==> config.mk <==
export PLATFORM = sky130hd
export DESIGN_NAME = reorder_buffer
export DESIGN_NICKNAME = d
export VERILOG_FILES = /design/src/rtl/reorder_buffer.sv
export SDC_FILE = /design/constraint.sdc
export NUM_CORES = 1
export LEC_CHECK = 0
export ABC_AREA = 1
export CAP_MARGIN = 0
export CORE_MARGIN = 3
export CORE_UTILIZATION = 55
export CTS_CLUSTER_DIAMETER = 150
export DETAILED_ROUTE_END_ITERATION = 10
export DONT_BUFFER_PORTS = 1
export PLACE_DENSITY = 0.71
export SETUP_SLACK_MARGIN = 0.1
export SLEW_MARGIN = 25
export SYNTH_ARGS = -nofsm -noshare
export SYNTH_HDL_FRONTEND = slang
export SYNTH_SLANG_ARGS = --single-unit
export TNS_END_PERCENT = 5
==> constraint.sdc <==
create_clock -name clk -period 3.95 [get_ports clk]
set_input_delay 0.395 -clock clk [delete_from_list [all_inputs] [get_ports clk]]
set_output_delay 0.395 -clock clk [all_outputs]
set_load 0.005 [all_outputs]
==> src/rtl/reorder_buffer.sv <==
// In-order retirement buffer: accepts tagged execute results out of order and
// retires them in program order, squashing everything on a mispredicted branch.
module reorder_buffer #(
  parameter int ROB_SIZE_LOG  = 2,
  parameter int RD_W          = 2,
  parameter int REG_LEN       = 8,
  parameter int MEMI_SIZE_LOG = 4,
  parameter int MEMD_SIZE_LOG = 4
) (
  input  logic                       clk,
  input  logic                       rst,

  input  logic                       alloc_valid,
  output logic                       alloc_ready,
  input  logic [MEMI_SIZE_LOG-1:0]   alloc_pc,
  input  logic [RD_W-1:0]            alloc_rd,
  input  logic                       alloc_wen,
  input  logic                       alloc_is_br,
  input  logic                       alloc_is_st,
  output logic [ROB_SIZE_LOG-1:0]    alloc_idx,

  input  logic                       wb_valid,
  input  logic [ROB_SIZE_LOG-1:0]    wb_idx,
  input  logic [REG_LEN-1:0]         wb_rd_data,
  input  logic [MEMI_SIZE_LOG-1:0]   wb_next_pc,
  input  logic [MEMD_SIZE_LOG-1:0]   wb_mem_addr,
  input  logic [REG_LEN-1:0]         wb_mem_data,

  output logic                       commit_valid,
  output logic [RD_W-1:0]            commit_rd,
  output logic [REG_LEN-1:0]         commit_rd_data,
  output logic                       commit_wen,
  output logic                       commit_st,
  output logic [MEMD_SIZE_LOG-1:0]   commit_mem_addr,
  output logic [REG_LEN-1:0]         commit_mem_data,
  output logic                       squash,
  output logic [MEMI_SIZE_LOG-1:0]   redirect_pc,
  output logic [ROB_SIZE_LOG:0]      count
);

  localparam int DEPTH = 1 << ROB_SIZE_LOG;
  localparam int PTR_W = ROB_SIZE_LOG + 1;

  typedef struct packed {
    logic [MEMI_SIZE_LOG-1:0] pc;
    logic [RD_W-1:0]          rd;
    logic                     wen;
    logic                     is_br;
    logic                     is_st;
    logic [REG_LEN-1:0]       rd_data;
    logic [MEMI_SIZE_LOG-1:0] next_pc;
    logic [MEMD_SIZE_LOG-1:0] mem_addr;
    logic [REG_LEN-1:0]       mem_data;
  } entry_t;

  entry_t                  ent_q [DEPTH];
  entry_t                  ent_d [DEPTH];
  logic [DEPTH-1:0]        valid_q, valid_d;
  logic [DEPTH-1:0]        done_q, done_d;
  logic [PTR_W-1:0]        head_q, head_d;
  logic [PTR_W-1:0]        tail_q, tail_d;

  logic [ROB_SIZE_LOG-1:0] head_idx;
  logic [ROB_SIZE_LOG-1:0] tail_idx;
  entry_t                  head_ent;
  logic                    empty;
  logic                    full;
  logic                    retire;
  logic                    mispredict;
  logic                    flush;
  logic                    alloc_fire;

  assign head_idx = head_q[ROB_SIZE_LOG-1:0];
  assign tail_idx = tail_q[ROB_SIZE_LOG-1:0];
  assign head_ent = ent_q[head_idx];

  // The top pointer bit is a wrap flag that separates full from empty.
  assign empty = (head_q == tail_q);
  assign full  = (head_idx == tail_idx) && (head_q[PTR_W-1] != tail_q[PTR_W-1]);

  assign retire     = !empty && valid_q[head_idx] && done_q[head_idx];
  assign mispredict = head_ent.is_br &&
                      (head_ent.next_pc != (head_ent.pc + MEMI_SIZE_LOG'(1)));
  assign flush      = retire && mispredict;
  assign alloc_fire = alloc_valid && alloc_ready;

  assign alloc_ready = !full && !flush;
  assign alloc_idx   = tail_idx;
  assign count       = tail_q - head_q;

  // Retirement outputs are held at zero whenever nothing retires.
  assign commit_valid    = retire;
  assign commit_rd       = retire ? head_ent.rd       : '0;
  assign commit_rd_data  = retire ? head_ent.rd_data  : '0;
  assign commit_wen      = retire && head_ent.wen;
  assign commit_st       = retire && head_ent.is_st;
  assign commit_mem_addr = retire ? head_ent.mem_addr : '0;
  assign commit_mem_data = retire ? head_ent.mem_data : '0;
  assign squash          = flush;
  assign redirect_pc     = flush ? head_ent.next_pc   : '0;

  always_comb begin
    // NOTE: every variable gets a default before any branch, so no latch is inferred.
    ent_d   = ent_q;
    valid_d = valid_q;
    done_d  = done_q;
    head_d  = head_q;
    tail_d  = tail_q;

    if (wb_valid && valid_q[wb_idx] && !flush) begin
      ent_d[wb_idx].rd_data  = wb_rd_data;
      ent_d[wb_idx].next_pc  = wb_next_pc;
      ent_d[wb_idx].mem_addr = wb_mem_addr;
      ent_d[wb_idx].mem_data = wb_mem_data;
      done_d[wb_idx]         = 1'b1;
    end

    if (alloc_fire) begin
      ent_d[tail_idx].pc    = alloc_pc;
      ent_d[tail_idx].rd    = alloc_rd;
      ent_d[tail_idx].wen   = alloc_wen;
      ent_d[tail_idx].is_br = alloc_is_br;
      ent_d[tail_idx].is_st = alloc_is_st;
      valid_d[tail_idx]     = 1'b1;
      done_d[tail_idx]      = 1'b0;
      tail_d                = tail_q + PTR_W'(1);
    end

    if (retire) begin
      valid_d[head_idx] = 1'b0;
      head_d            = head_q + PTR_W'(1);
    end

    // A mispredict empties the buffer: the tail lands on the advanced head.
    if (flush) begin
      valid_d = '0;
      done_d  = '0;
      tail_d  = head_q + PTR_W'(1);
    end
  end

  // NOTE: state registers use non-blocking assignments so every flop samples pre-edge values.
  always_ff @(posedge clk or posedge rst) begin
    if (rst) begin
      valid_q <= '0;
      done_q  <= '0;
      head_q  <= '0;
      tail_q  <= '0;
    end else begin
      valid_q <= valid_d;
      done_q  <= done_d;
      head_q  <= head_d;
      tail_q  <= tail_d;
    end
  end

  // NOTE: payload storage has no reset; valid/done gate every use of it.
  always_ff @(posedge clk) begin
    ent_q <= ent_d;
  end

endmodule

# After elaboration in Yosys (flattened, before gate mapping)
# Cells that the tools add are included.
# totals
in_bits	39
reg_bits	146
wordCells	145
output_inout_bits	36
# classes
eq_ne	4
n_bitwise	9
n_lt_le_gt_ge	11
add_sub_neg	4
mux	57
reduce_logical	20
# ops
op	count
132-bit bitwise mux	9
33-bit demux with 2-bit select	9
132-bit two-way mux	2
33-bit two-way mux	3
33-bit binary-select mux with 2-bit select	1
4-bit two-way mux	8
29-bit two-way mux	1
27-bit two-way mux	1
26-bit two-way mux	1
25-bit two-way mux	1
24-bit two-way mux	1
8-bit two-way mux	3
1-bit logical AND	16
16-bit two-way mux	1
12-bit two-way mux	1
3-bit greater-or-equal comparator (second input constant)	3
2-bit by 3-bit less-than comparator with 1-bit output (second input constant)	3
2-bit NOT with 3-bit output	3
4-bit bitwise AND	2
4-bit NOT	2
4-bit bitwise OR	2
3-bit by 1-bit adder with 3-bit output (second input constant)	2
1-bit binary-select mux with 2-bit select	3
1-bit demux with 2-bit select	3
other kinds (13)	24

# Depth between registers and ports, before layout
# depth
word_depth	17
ltp_mapped	21
mapped_depth_nobuf	19

# Least setup slack after synthesis
# Ideal clock, no wire load.
# synth_path
path_kind	register to register
startpoint	reg head_q[1]
endpoint	reg ent_q[0] (netlist bit), enable pin
setup_ps	379
slack_ps	1127
stages_incl_launch_ff	12
period_less_slack_ps	2823
t_arrival_ps	2445
path_buffers	3
t_required_ps	3571
cell_sequence	dfrtp_1 inv_1 clkbuf_1 clkbuf_1 ha_1 nand3_1 nand3_1 a21oi_1 nand2_2 buf_2 nand4_1 inv_1
# synth_via
elab_chain_cells	17
word_cells_on_any_way	30
cone_classes	add/sub (1); eq/ne (3); mux (14); bitwise (1); reduce/logical (11)
# synth_lines
element	line	rtl
start, declared	60	logic [PTR_W-1:0] head_q, head_d;
start signal, assigned	147	head_q <= '0;
start signal, assigned	152	head_q <= head_d;
2-bit NOT with 3-bit output (implied by the code)	75	assign head_ent = ent_q[head_idx];
33-bit binary-select mux with 2-bit select	75	
33-bit two-way mux (implied by the code) (2 in series)	75	
4-bit by 1-bit adder with 4-bit output	83	(head_ent.next_pc != (head_ent.pc + MEMI_SIZE_LOG'(1)));
4-bit != test	83	
1-bit logical AND	82	assign mispredict = head_ent.is_br &&
1-bit logical AND	84	assign flush = retire && mispredict;
1-bit logical NOT	87, 110	
1-bit logical AND	110	if (wb_valid && valid_q[wb_idx] && !flush) begin
132-bit two-way mux	110	
132-bit bitwise mux	119	ent_d[tail_idx].pc = alloc_pc;
132-bit bitwise mux	120	ent_d[tail_idx].rd = alloc_rd;
132-bit bitwise mux	121	ent_d[tail_idx].wen = alloc_wen;
132-bit bitwise mux	122	ent_d[tail_idx].is_br = alloc_is_br;
132-bit bitwise mux	123	ent_d[tail_idx].is_st = alloc_is_st;
132-bit two-way mux (*)	118	if (alloc_fire) begin
end signal, assigned	159	ent_q <= ent_d;
end, declared	56	entry_t ent_q [DEPTH];
# Every way passes the cells marked *; elsewhere a longest branch is shown, timed or not. The select of a mux whose other input is x is not followed.
# A chain may end at the register's enable or synchronous reset.

# Final worst setup path
# layout_path
startpoint	reg head_q[0]
endpoint	out alloc_ready
# layout_via
elab_chain_cells	10
word_cells_on_any_way	21
cone_classes	add/sub (1); eq/ne (3); mux (7); bitwise (1); reduce/logical (9)
# layout_lines
element	line	rtl
2-bit NOT with 3-bit output (implied by the code)	75	
33-bit binary-select mux with 2-bit select	75	
33-bit two-way mux (implied by the code) (2 in series)	75	
4-bit by 1-bit adder with 4-bit output	83	
4-bit != test	83	
1-bit logical AND	82	
1-bit logical AND (*)	84	
net squash	36	output logic squash,
1-bit logical NOT (*)	87	assign alloc_ready = !full && !flush;
1-bit logical AND (*)	87	
end, declared	14	output logic alloc_ready,
# The timed path passes the listed nets; every way through them passes the cells marked *. The select of a mux whose other input is x is not followed.

==> impl_metrics.yaml <==
status:
  status: "complete, no violations"
setup_path:
  critPathTopFamily: "simple AND/OR/NAND/NOR gates"
  r2r_start: "head_q[0]"
  crit_slowest_cell: "dfrtp_2"
  cp_data_arrival_time_ps: 2930
  rr_endpoint: "ent_q[47]"
  crit_chain: "buf_12 > nand2_1 > nand3_2 > nand2_2 > ha_1 > inv_1 > nand2_1 > nand2_1 > nand2_1 > nor2_1 > nand2_1 > nand2_2 > buf_4 > inv_2 > nor2_1"
  rrSetupSlack_ps: 690
  end_kind: "primary output"
  crit_buf_inv: 4
  start_kind: "flop"
  path_max_fanout: 75
  crit_end: "alloc_ready"
  cp_data_required_time_ps: 3560
  slowest_delay_ps: 410
  startpoint: "head_q[0]"
  cp.depth: 15
  path_class: "flop to primary output"
  crit_top_cell: "nand2_1"
  ff2ff_path_depth: 16
floorplanning:
  initial_utilization_pct: 57.4
  die_x_um: 116
  rows: 39
  die-area_um2: 13500
  core_area_um2: 11600
  die_height_um: 116
  pin_count: 75
cts:
  clk_pin_slew_worst_paths_ps: 60
  numCtsBuffers: 17
  post-cts-setup-buffer-count: 0
  cts_max_level: 4
  cts_resized: 0
  cts_buffer_depth: 2
  clkLatencyLatePin_ps: 420
  clock_sinks: 146
  tritoncts: "done"
  cts-root-buf: "clkbuf_16"
sta:
  slew_headroom_pct: 56.7
  setup_viol: 0
  fmax_ghz: 0.301
  hold_slack_ps: 64.2
  hold_violations: 0
  fin_crit_sh_pct: 84.1
  slew_viol_final: 0
  setup_tns_ps: 0
  fin_worst_skew_ps: 11.5
  grt_setup_unrepaired: "false"
  worstMarginPinSlew_ps: 649
  fin_crit_ps: 3320
pwr:
  vdd_ir_drop_max_v: 0.000668
  swShare_pct: 37.3
  p_leak_uw: 0.00301
  p_per_area_nw_per_um2: 799
  power_switching_uw: 2230
  power_frac_seq_pct: 34.5
  p_clk_share_pct: 29.5
  pwr-share-comb_pct: 36.1
  p_int_uw: 3750
place:
  dpl.hpwl_um: 9900
  io_buffers: 0
  gp_congestion: 0.915
routing:
  via_count: 4509
  drt_pass1_iterations: 5
  routed_via_density: 5.62
  drt_iter0_markers: 387
  drt_wl_total_um: 15000
  wl_per_cell_um: 18.7
  drcViolationCount: 0
  antenna_left: 0
synth:
  synth_fa_ha_area_share_pct: 2.37
  yosysWarningCount: 0
  syn_area_um2: 6660
  synth_top_family_by_area: "simple AND/OR/NAND/NOR gates"
  syn-num-nets: 692
  synthSimpleGateAreaFrac_pct: 18.7
  syn_inst: 641
  ys_ff_latch: 146
  synth-compound-area-share_pct: 7.25
  synth.avg_cell_area_um2: 10.4
  synthMuxAreaShare_pct: 0
  synth_xor_area_share_pct: 0.657
  ys_seq_area_share_pct: 64.7
  ys_types: 29
run:
  drv_cap: 0
cells_and_area:
  n_antenna_cell: 0
  drive_gt1_share_pct: 11.2
  multiInputGateArea_um2: 1930
  area_growth_pct: 12.4
  mostFrequentLayoutCell: "nor2_1"
  num-fill-cells: 894
  regArea_um2: 4320
  final_cell_mix: "141 x nor2_1, 132 x edfxtp_1, 95 x nand2_1"
  fin_util_pct: 64.5
  layout.nets: 698
hold_path:
  hold_path_class: "input pin to flop"
  hold_path.startpoint: "wb_rd_data[5]"
global_route:
  grtUsageTotal_pct: 23.5
  grt-ovfl-total: 0
  grt_max_degree: 76
  grt_pass1_vias: 4461
  antenna_found_initial: 0
  grt_pass1_wl_um: 23500
repair_timing:
item,CTS,global route
hold buffers,1,0
setup endpoints to repair,0,0
endpoints found under the hold margin,14,0
cells by family (layout without fill, tap and decap cells):
| group | count (synthesis) | after routing |
|---|---|---|
| simple gates | 293 | 293 |
| compound gates | 93 | 93 |
| fa+ha+maj | 12 | 12 |
| xor+xnor | 5 | 5 |
| flops | 146 | 146 |
| buf+inv | 92 | 111 |
power by group through the flow:
| stage | Clock (uW) | Combinational, uW | Sequential [uW] |
|---|---|---|---|
| floorplan | 0 | 1650 | 2040 |
| global placement | 0 | 2080 | 2080 |
| detailed placement | 0 | 2130 | 2080 |
| CTS | 1780 | 2150 | 2060 |
| global route | 1850 | 2430 | 2080 |
| finish | 1760 | 2160 | 2060 |
registers in the layout (all words and copies together) (netlist names):
| name | flops |
|---|---|
| head_q | 3 |
| tail_q | 3 |
| valid_q | 4 |
| done_q | 4 |
| ent_q | 132 |
layout make-up:
cell class	instances	area share, %
flip-flops and latches	146	57.6
multi-input cells	403	25.8
clock buffers	18	5.73
clock inverters	14	3.01
inverters	57	2.89
repair buffers	22	2.57
well taps	143	2.39
layer usage:
metal / up-vias / GRT usage, % / part of all wire, %
met2: 198 / 37.6 / 47
li1: 2153 / - / -
met4: 0 / 8.28 / 2.1
met3: 31 / 8.88 / 10
met5: - / 0 / 0
met1: 2127 / 29.7 / 41
synthesized netlist by cell type (all sizes together):
cell type / count / area share [%]
inv: 57 / 3.2
clkbuf: 13 / 0.73
edfxtp: 132 / 59
a41oi: 1 / 0.13
o31ai: 4 / 0.45
nand4: 8 / 1.2
fa: 1 / 0.30
nand3: 37 / 3.1
o21ai: 55 / 4.2
xor2: 3 / 0.39
dfrtp: 14 / 5.3
nor2: 148 / 8.6
a21oi: 33 / 2.5
or2: 1 / 0.094
xnor2: 2 / 0.26
buf: 22 / 2.3
ha: 11 / 2.1
nand2: 99 / 5.7
metrics by stage:
| step | instances | total power, uW | cell area, um2 | setup WS [ps] |
|---|---|---|---|---|
| 4_1_cts | 803 | 6000 | 7490 | 637 |
| 3_5_place_dp | 770 | 4210 | 6820 | 741 |
| 6_report | 803 | 5980 | 7490 | 626 |
| 5_1_grt | 803 | 6370 | 7490 | 406 |
| 2_1_floorplan | 641 | 3690 | 6660 | 1130 |
| 3_3_place_gp | 770 | 4170 | 6820 | 874 |
how the worst min path moves through the flow:
stage	to	cells after the start
floorplan	done_q[0]	1
CTS	ent_q[2]	0
detailed placement	tail_q[0]	1
global placement	tail_q[0]	1
finish	ent_q[87]	0
global route	ent_q[87]	0
No activity file was read; power rests on OpenSTA's default activity.
